`config.mk`:
```
export PLATFORM = sky130hd
export DESIGN_NAME = key_num_entry
export DESIGN_NICKNAME = d
export VERILOG_FILES = /design/src/rtl/key_num_pkg.sv /design/src/rtl/key_ascii_decode.sv /design/src/rtl/key_num_entry.sv
export SDC_FILE = /design/constraint.sdc
export NUM_CORES = 1
export LEC_CHECK = 0
export CORE_MARGIN = 4
export CORE_UTILIZATION = 40
export DETAILED_ROUTE_END_ITERATION = 10
export MAX_ROUTING_LAYER = met4
export SETUP_SLACK_MARGIN = 0.3
export SYNTH_ARGS = -nofsm -noshare
export SYNTH_HDL_FRONTEND = slang
export SYNTH_SLANG_ARGS = --single-unit
```
`constraint.sdc`:
```
create_clock -name clk -period 14.6 [get_ports clk]
set_input_delay 3.65 -clock clk [delete_from_list [all_inputs] [get_ports clk]]
set_output_delay 3.65 -clock clk [all_outputs]
set_load 0.01 [all_outputs]
```
`src/rtl/key_num_pkg.sv`:
```
`default_nettype none
// ============================================================================
// Module      : key_num_pkg
// Description : Shared types and constants for the keyboard number-entry
//               block. Provides the key classification enum, the entry state
//               enum and the ASCII control codes recognised by the decoder.
// Revision    : 1.0 - initial release
// ============================================================================
package key_num_pkg;

  // Classification of a released key
  typedef enum logic [2:0] {
    KC_DIGIT   = 3'd0,
    KC_BKSP    = 3'd1,
    KC_ENTER   = 3'd2,
    KC_ESC     = 3'd3,
    KC_MINUS   = 3'd4,
    KC_INVALID = 3'd5
  } key_class_t;

  // Entry state: IDLE holds no digits, ENTRY holds at least one
  typedef enum logic [0:0] {
    ST_IDLE  = 1'b0,
    ST_ENTRY = 1'b1
  } state_t;

  localparam logic [7:0] ASCII_BKSP  = 8'h08;
  localparam logic [7:0] ASCII_ENTER = 8'h0D;
  localparam logic [7:0] ASCII_ESC   = 8'h1B;
  localparam logic [7:0] ASCII_MINUS = 8'h2D;

  // True for 'a'-'f' or 'A'-'F'
  function automatic logic is_hex_letter(input logic [7:0] code);
    return ((code >= 8'h61) && (code <= 8'h66)) ||
           ((code >= 8'h41) && (code <= 8'h46));
  endfunction

endpackage : key_num_pkg
`default_nettype wire

```
`src/rtl/key_ascii_decode.sv`:
```
`default_nettype none
// ============================================================================
// Module      : key_ascii_decode
// Description : Combinational ASCII key classifier. Maps '0'-'9' to digits
//               0-9, 'a'-'f'/'A'-'F' to digits 10-15 (hex mode only), and
//               recognises backspace, enter, escape and minus. Anything else
//               is classified as invalid.
// Revision    : 1.0 - initial release
// Ports       :
//   key_ascii_i  in  8  ASCII code of the released key
//   dec_i        in  1  1 = decimal mode (hex letters are invalid)
//   key_class_o  out    key classification
//   digit_o      out 4  digit value, meaningful only for KC_DIGIT
// ============================================================================
module key_ascii_decode
  import key_num_pkg::*;
(
  input  logic [7:0] key_ascii_i,
  input  logic       dec_i,
  output key_class_t key_class_o,
  output logic [3:0] digit_o
);

  always_comb begin
    key_class_o = KC_INVALID;
    digit_o     = 4'd0;
    if ((key_ascii_i >= 8'h30) && (key_ascii_i <= 8'h39)) begin
      key_class_o = KC_DIGIT;
      digit_o     = key_ascii_i[3:0];
    end else if (is_hex_letter(key_ascii_i)) begin
      // Low nibble of 'a'/'A' is 1, so adding 9 yields 10..15
      if (!dec_i) begin
        key_class_o = KC_DIGIT;
        digit_o     = key_ascii_i[3:0] + 4'd9;
      end
    end else begin
      unique case (key_ascii_i)
        ASCII_BKSP:  key_class_o = KC_BKSP;
        ASCII_ENTER: key_class_o = KC_ENTER;
        ASCII_ESC:   key_class_o = KC_ESC;
        ASCII_MINUS: key_class_o = KC_MINUS;
        default:     key_class_o = KC_INVALID;
      endcase
    end
  end

endmodule : key_ascii_decode
`default_nettype wire

```
`src/rtl/key_num_entry.sv`:
```
`default_nettype none
// ============================================================================
// Module      : key_num_entry
// Description : Accumulates digits typed on a PS/2 keyboard into a binary
//               number (hex or decimal), with backspace, escape (clear) and
//               enter (commit). One event is taken per key release, detected
//               on the falling edge of a 2-flop synchronised key_state.
//               Outputs update 3 clk after the key_state pin falls.
// Revision    : 1.0 - initial release
// Options     : KEY_NUM_SIGN_EN - adds a '-' prefix and the neg output; the
//               committed value is then the two's complement when neg is set.
// Ports       :
//   clk        in            system clock
//   reset      in            asynchronous active-high reset
//   key_state  in   1        high while a key is held (asynchronous)
//   key_ascii  in   8        ASCII code of the current/last key
//   radix_dec  in   1        1 = decimal, 0 = hex; sampled at the first digit
//   edit_num   out  DATA_W   value being typed
//   final_num  out  DATA_W   last committed value
//   digit_cnt  out  CNT_W    digits held in edit_num
//   num_valid  out  1        1-clk pulse on commit
//   err        out  1        1-clk pulse on a rejected key
//   neg        out  1        negative flag (KEY_NUM_SIGN_EN only)
// ============================================================================
module key_num_entry
  import key_num_pkg::*;
#(
  parameter  int DATA_W     = 32,
  parameter  int MAX_DIGITS = 8,
  localparam int CNT_W      = $clog2(MAX_DIGITS + 1)
) (
  input  logic              clk,
  input  logic              reset,
  input  logic              key_state,
  input  logic [7:0]        key_ascii,
  input  logic              radix_dec,
  output logic [DATA_W-1:0] edit_num,
  output logic [DATA_W-1:0] final_num,
  output logic [CNT_W-1:0]  digit_cnt,
  output logic              num_valid,
  output logic              err
`ifdef KEY_NUM_SIGN_EN
  ,
  output logic              neg
`endif
);

  if (DATA_W < 4 * MAX_DIGITS) begin : g_width_check
    $error("key_num_entry: DATA_W must be at least 4*MAX_DIGITS");
  end

  localparam logic [DATA_W+3:0] C_TEN_WIDE = (DATA_W + 4)'(10);
  localparam logic [DATA_W-1:0] C_TEN      = DATA_W'(10);
  localparam logic [CNT_W-1:0]  C_MAX_CNT  = CNT_W'(MAX_DIGITS);
  localparam logic [CNT_W-1:0]  C_ONE_CNT  = CNT_W'(1);

  // Registered state
  state_t            state_q;
  logic              radix_q;     // latched radix, 1 = decimal
  logic [DATA_W-1:0] edit_q;
  logic [DATA_W-1:0] final_q;
  logic [CNT_W-1:0]  cnt_q;
  logic              valid_q;
  logic              err_q;
  logic              neg_q;
  logic              ks_meta_q;
  logic              ks_sync_q;
  logic              ks_prev_q;

  // Combinational next values for the datapath
  logic              key_event_w;
  logic              dec_mode_w;
  key_class_t        key_class_w;
  logic [3:0]        digit_w;
  logic [DATA_W+3:0] prod_w;
  logic [DATA_W-1:0] edit_append_d;
  logic [DATA_W-1:0] edit_bksp_d;
  logic [DATA_W-1:0] final_commit_d;
  logic [3:0]        unused_prod_hi;

  // Release = synchronised key_state went 1 -> 0
  assign key_event_w = ks_prev_q & ~ks_sync_q;

  // In IDLE the live radix pin decides letter validity; in ENTRY the latch does
  assign dec_mode_w = (state_q == ST_IDLE) ? radix_dec : radix_q;

  key_ascii_decode u_decode (
    .key_ascii_i (key_ascii),
    .dec_i       (dec_mode_w),
    .key_class_o (key_class_w),
    .digit_o     (digit_w)
  );

  // The width check bounds edit_q below R^MAX_DIGITS, so the product never
  // reaches the top four bits and truncation loses nothing.
  always_comb begin
    prod_w = radix_q ? ({4'd0, edit_q} * C_TEN_WIDE) : {edit_q, 4'd0};
    prod_w = prod_w + (DATA_W + 4)'(digit_w);
  end

  assign edit_append_d  = prod_w[DATA_W-1:0];
  assign unused_prod_hi = prod_w[DATA_W+3:DATA_W];
  assign edit_bksp_d    = radix_q ? (edit_q / C_TEN) : (edit_q >> 4);

`ifdef KEY_NUM_SIGN_EN
  assign final_commit_d = neg_q ? (~edit_q + DATA_W'(1)) : edit_q;
`else
  assign final_commit_d = edit_q;
`endif

  always_ff @(posedge clk or posedge reset) begin
    if (reset) begin
      ks_meta_q <= 1'b0;
      ks_sync_q <= 1'b0;
      ks_prev_q <= 1'b0;
      state_q   <= ST_IDLE;
      radix_q   <= 1'b0;
      edit_q    <= '0;
      final_q   <= '0;
      cnt_q     <= '0;
      valid_q   <= 1'b0;
      err_q     <= 1'b0;
      neg_q     <= 1'b0;
    end else begin
      ks_meta_q <= key_state;
      ks_sync_q <= ks_meta_q;
      ks_prev_q <= ks_sync_q;
      valid_q   <= 1'b0;
      err_q     <= 1'b0;

      if (key_event_w) begin
        unique case (state_q)
          ST_IDLE: begin
            unique case (key_class_w)
              KC_DIGIT: begin
                radix_q <= radix_dec;
                edit_q  <= DATA_W'(digit_w);
                cnt_q   <= C_ONE_CNT;
                state_q <= ST_ENTRY;
              end
              KC_ENTER: begin
                final_q <= '0;
                valid_q <= 1'b1;
                neg_q   <= 1'b0;
              end
              KC_BKSP, KC_ESC: begin
                neg_q <= 1'b0;
              end
`ifdef KEY_NUM_SIGN_EN
              KC_MINUS: begin
                neg_q <= 1'b1;
              end
`endif
              default: begin
                err_q <= 1'b1;
              end
            endcase
          end

          ST_ENTRY: begin
            unique case (key_class_w)
              KC_DIGIT: begin
                if (cnt_q == C_MAX_CNT) begin
                  err_q <= 1'b1;
                end else begin
                  edit_q <= edit_append_d;
                  cnt_q  <= cnt_q + C_ONE_CNT;
                end
              end
              KC_BKSP: begin
                edit_q <= edit_bksp_d;
                cnt_q  <= cnt_q - C_ONE_CNT;
                if (cnt_q == C_ONE_CNT) begin
                  state_q <= ST_IDLE;
                end
              end
              KC_ENTER: begin
                final_q <= final_commit_d;
                valid_q <= 1'b1;
                edit_q  <= '0;
                cnt_q   <= '0;
                neg_q   <= 1'b0;
                state_q <= ST_IDLE;
              end
              KC_ESC: begin
                edit_q  <= '0;
                cnt_q   <= '0;
                neg_q   <= 1'b0;
                state_q <= ST_IDLE;
              end
              default: begin
                // ENTRY always holds >= 1 digit, so '-' is misplaced here
                err_q <= 1'b1;
              end
            endcase
          end

          default: begin
            state_q <= ST_IDLE;
          end
        endcase
      end
    end
  end

  assign edit_num  = edit_q;
  assign final_num = final_q;
  assign digit_cnt = cnt_q;
  assign num_valid = valid_q;
  assign err       = err_q;

`ifdef KEY_NUM_SIGN_EN
  assign neg = neg_q;
`else
  logic unused_neg;
  assign unused_neg = neg_q;
`endif

endmodule : key_num_entry
`default_nettype wire

```
==> results.json <==
{
  "status": "finished clean",
  "drt_pass1_iterations": 5,
  "wire_per_inst_um": 18.73,
  "cts_tree": "done",
  "hold_buffers": 0,
  "route.vias.total": 10484,
  "finClkSkew_ns": 0.009962,
  "cts_buffers": 9,
  "grt-ovfl-total": 0,
  "cpPeakStageDelay_ns": 0.82,
  "dieArea_um2": 27980,
  "slew_headroom_pct": 27.82,
  "ys_types": 111,
  "path_max_fanout": 23,
  "final.fill_count": 2540,
  "multi_input_area_um2": 7639,
  "period_share_pct": 86.64,
  "rows": 58,
  "n_antenna_cell": 0,
  "met2_usage_pct": 37.12,
  "tightest_slew_ns": 1.083,
  "worst_ep_arrival_time_ns": 12.94,
  "grtUsageMet1_pct": 29.45,
  "reg2reg_depth": 34,
  "slew_violations": 0,
  "grt.total_usage_pct": 22.59,
  "hp-class": "flip-flop to flip-flop",
  "gp_congestion": 0.9319,
  "initialDrtViolationCount": 940,
  "grt_max_degree": 76,
  "area_growth_pct": 11.81,
  "grt_pass1_vias": 9865,
  "fin_util_pct": 45.32,
  "met3_usage_pct": 2.455,
  "grt_pass1_wl_mm": 51.85,
  "synth_edf_count": 0,
  "ys.flop_type": "dfrtp_1",
  "cts_buffer_depth": 2,
  "synthArstFlopShare_pct": 100.0,
  "ctsResizeCount": 0,
  "postCtsSetupBuffers": 0,
  "yosys_warnings": 0,
  "fin_tns_setup_ns": 0,
  "syn_area_per_cell_um2": 7.457,
  "crit_path_end_kind": "flip-flop",
  "synth_seq_area_share_pct": 18.49,
  "io_buffers": 81,
  "placed_cells": 1683,
  "remaining_drc_errors": 0,
  "routed_wirelength_mm": 31.82,
  "fin_cells": 1699,
  "setup_violations": 0,
  "h-tree-depth": 3,
  "period_needed_ns": 12.65,
  "ant_nets": 0,
  "core_um2": 25040,
  "cp.required_ns": 14.89,
  "synthCells": 1361,
  "ioPinCount": 82,
  "clk_pin_slew_ns": 0.08,
  "synth-seq-cells": 75,
  "fmax_mhz": 79.05,
  "syn-num-nets": 1440,
  "drive_gt1_share_pct": 7.305,
  "busiest_layer": "met2",
  "initial_utilization_pct": 40.53,
  "clock_latency_ns": 0.37,
  "rsz0062_at_grt": "no",
  "finalHoldViolCount": 0,
  "clockRootBuffer": "clkbuf_16",
  "seq_area_um2": 1879,
  "dp_hpwl_mm": 22.09,
  "syn_area_um2": 10150,
  "holdPathStages": 0,
  "start_kind": "flip-flop",
  "drv_cap": 0,
  "final_nets": 1443,
  "die_w_um": 167.3,
  "path_class": "flip-flop to flip-flop",
  "critPathSlowestCell": "dfrtp_1",
  "antenna_found_initial": 0,
  "via_per_inst": 6.171,
  "clock_sinks": 75,
  "die_y_um": 167.3
}
## worst max-delay path, delay by kind of cell (launching register included)
family          cells  cell delay [ns]
compound gates     24             8.80
xor+xnor            1             0.28
simple gates        8             2.25
flops               1             0.82
buf+inv             1             0.39
## cell usage in the layout, fill, tap and decap left out, types with 16 or more instances in the layout
| cell | count |
|---|---|
| a31oi_1 | 16 |
| o21ai_0 | 108 |
| nand4_1 | 21 |
| ha_1 | 65 |
| a211oi_1 | 19 |
| inv_1 | 51 |
| a21oi_1 | 90 |
| nand2_1 | 152 |
| nor2_1 | 97 |
| clkdlybuf4s50_1 | 81 |
| xnor2_1 | 48 |
| nor3_1 | 38 |
| or3_1 | 23 |
| dfrtp_1 | 73 |
| nand3_1 | 46 |
## per-layer routing
layer	share of wire [%]	vias up	wire length, µm
met2	48	270	15240
met1	47	5017	14870
met5	0	-	0
met4	2.0	0	639
met3	3.4	42	1075
li1	-	5155	-
## cell type report
cell class | count | share of cell area (%)
Clock inverter | 7 | 0.5954
Sequential cell | 75 | 16.56
Inverter | 59 | 1.963
Timing Repair Buffer | 93 | 7.939
Tap cell | 330 | 3.639
Multi-Input combinational cell | 1126 | 67.32
Clock buffer | 9 | 1.985
## worst paths after layout
check                           slack, ns                      from                       end
worst max-delay path                 1.95  edit_num[27]$_DFFE_PP0P_   edit_num[1]$_DFFE_PP0P_
min in group asynchronous            3.95                     reset  edit_num[29]$_DFFE_PP0P_
worst min-delay path                 0.36       ks_meta_q$_DFF_PP0_       ks_sync_q$_DFF_PP0_
worst min register to register       0.36       ks_meta_q$_DFF_PP0_       ks_sync_q$_DFF_PP0_
max in group asynchronous            9.91                     reset       radix_q$_DFFE_PP0P_
worst max register to register       1.95  edit_num[27]$_DFFE_PP0P_   edit_num[1]$_DFFE_PP0P_
## synth_stat cells, drive strengths merged (7+ instances only)
library cell	n	area share [%]
nand2	152	5.6
o221ai	16	1.6
a221o	9	0.89
nor3	44	2.5
xnor2	49	4.3
or2	15	0.92
nor4	10	0.68
a32oi	8	0.76
o2111a	7	0.78
or3	25	1.6
nor2	99	3.7
xor2	10	0.86
a22o	7	0.60
a22oi	13	0.96
a31oi	20	1.5
ha	65	8.0
a21oi	92	4.6
buf	27	1.4
o31a	7	0.62
a2111oi	8	1.4
a211oi	22	1.8
o311ai	8	0.69
o21a	7	0.52
nor3b	11	0.81
nor2b	8	0.57
dfrtp	75	18
mux2i	12	1.2
clkbuf	74	2.7
o2111ai	11	1.0
and2	16	1.0
nand3	47	2.3
a21o	15	1.1
nand4	22	1.4
nand2b	15	0.92
o211ai	15	1.1
o22ai	14	0.86
inv	53	2.0
o31ai	14	1.3
o21ai	117	5.8
o21bai	14	1.0
## cells by family (layout without fill, tap and decap cells)
family | after synthesis | count (layout) | synth area share (%)
buffers and inverters | 160 | 168 | 6.312
XOR/XNOR | 59 | 59 | 5.166
AO/OA/AOI/OAI | 489 | 489 | 35.16
flip-flops | 75 | 75 | 18.49
adder cells (fa/ha/maj) | 71 | 71 | 8.803
AND/OR/NAND/NOR | 492 | 492 | 24.55
multiplexers | 15 | 15 | 1.516
## metrics by stage
step           setup slack [ns]  hold slack (ns)  cell area, µm²
3_3_place_gp              2.687           0.3346           11050
5_1_grt                  0.9143           0.3813           11350
3_5_place_dp              2.269           0.3557           11050
4_1_cts                   2.199           0.3675           11350
2_1_floorplan             5.077           0.3312           10150
6_report                  1.950           0.3625           11350
Power is left out: the tool's default activity adds up to more than one toggle a clock period on the data nets, which glitch-free logic cannot reach.
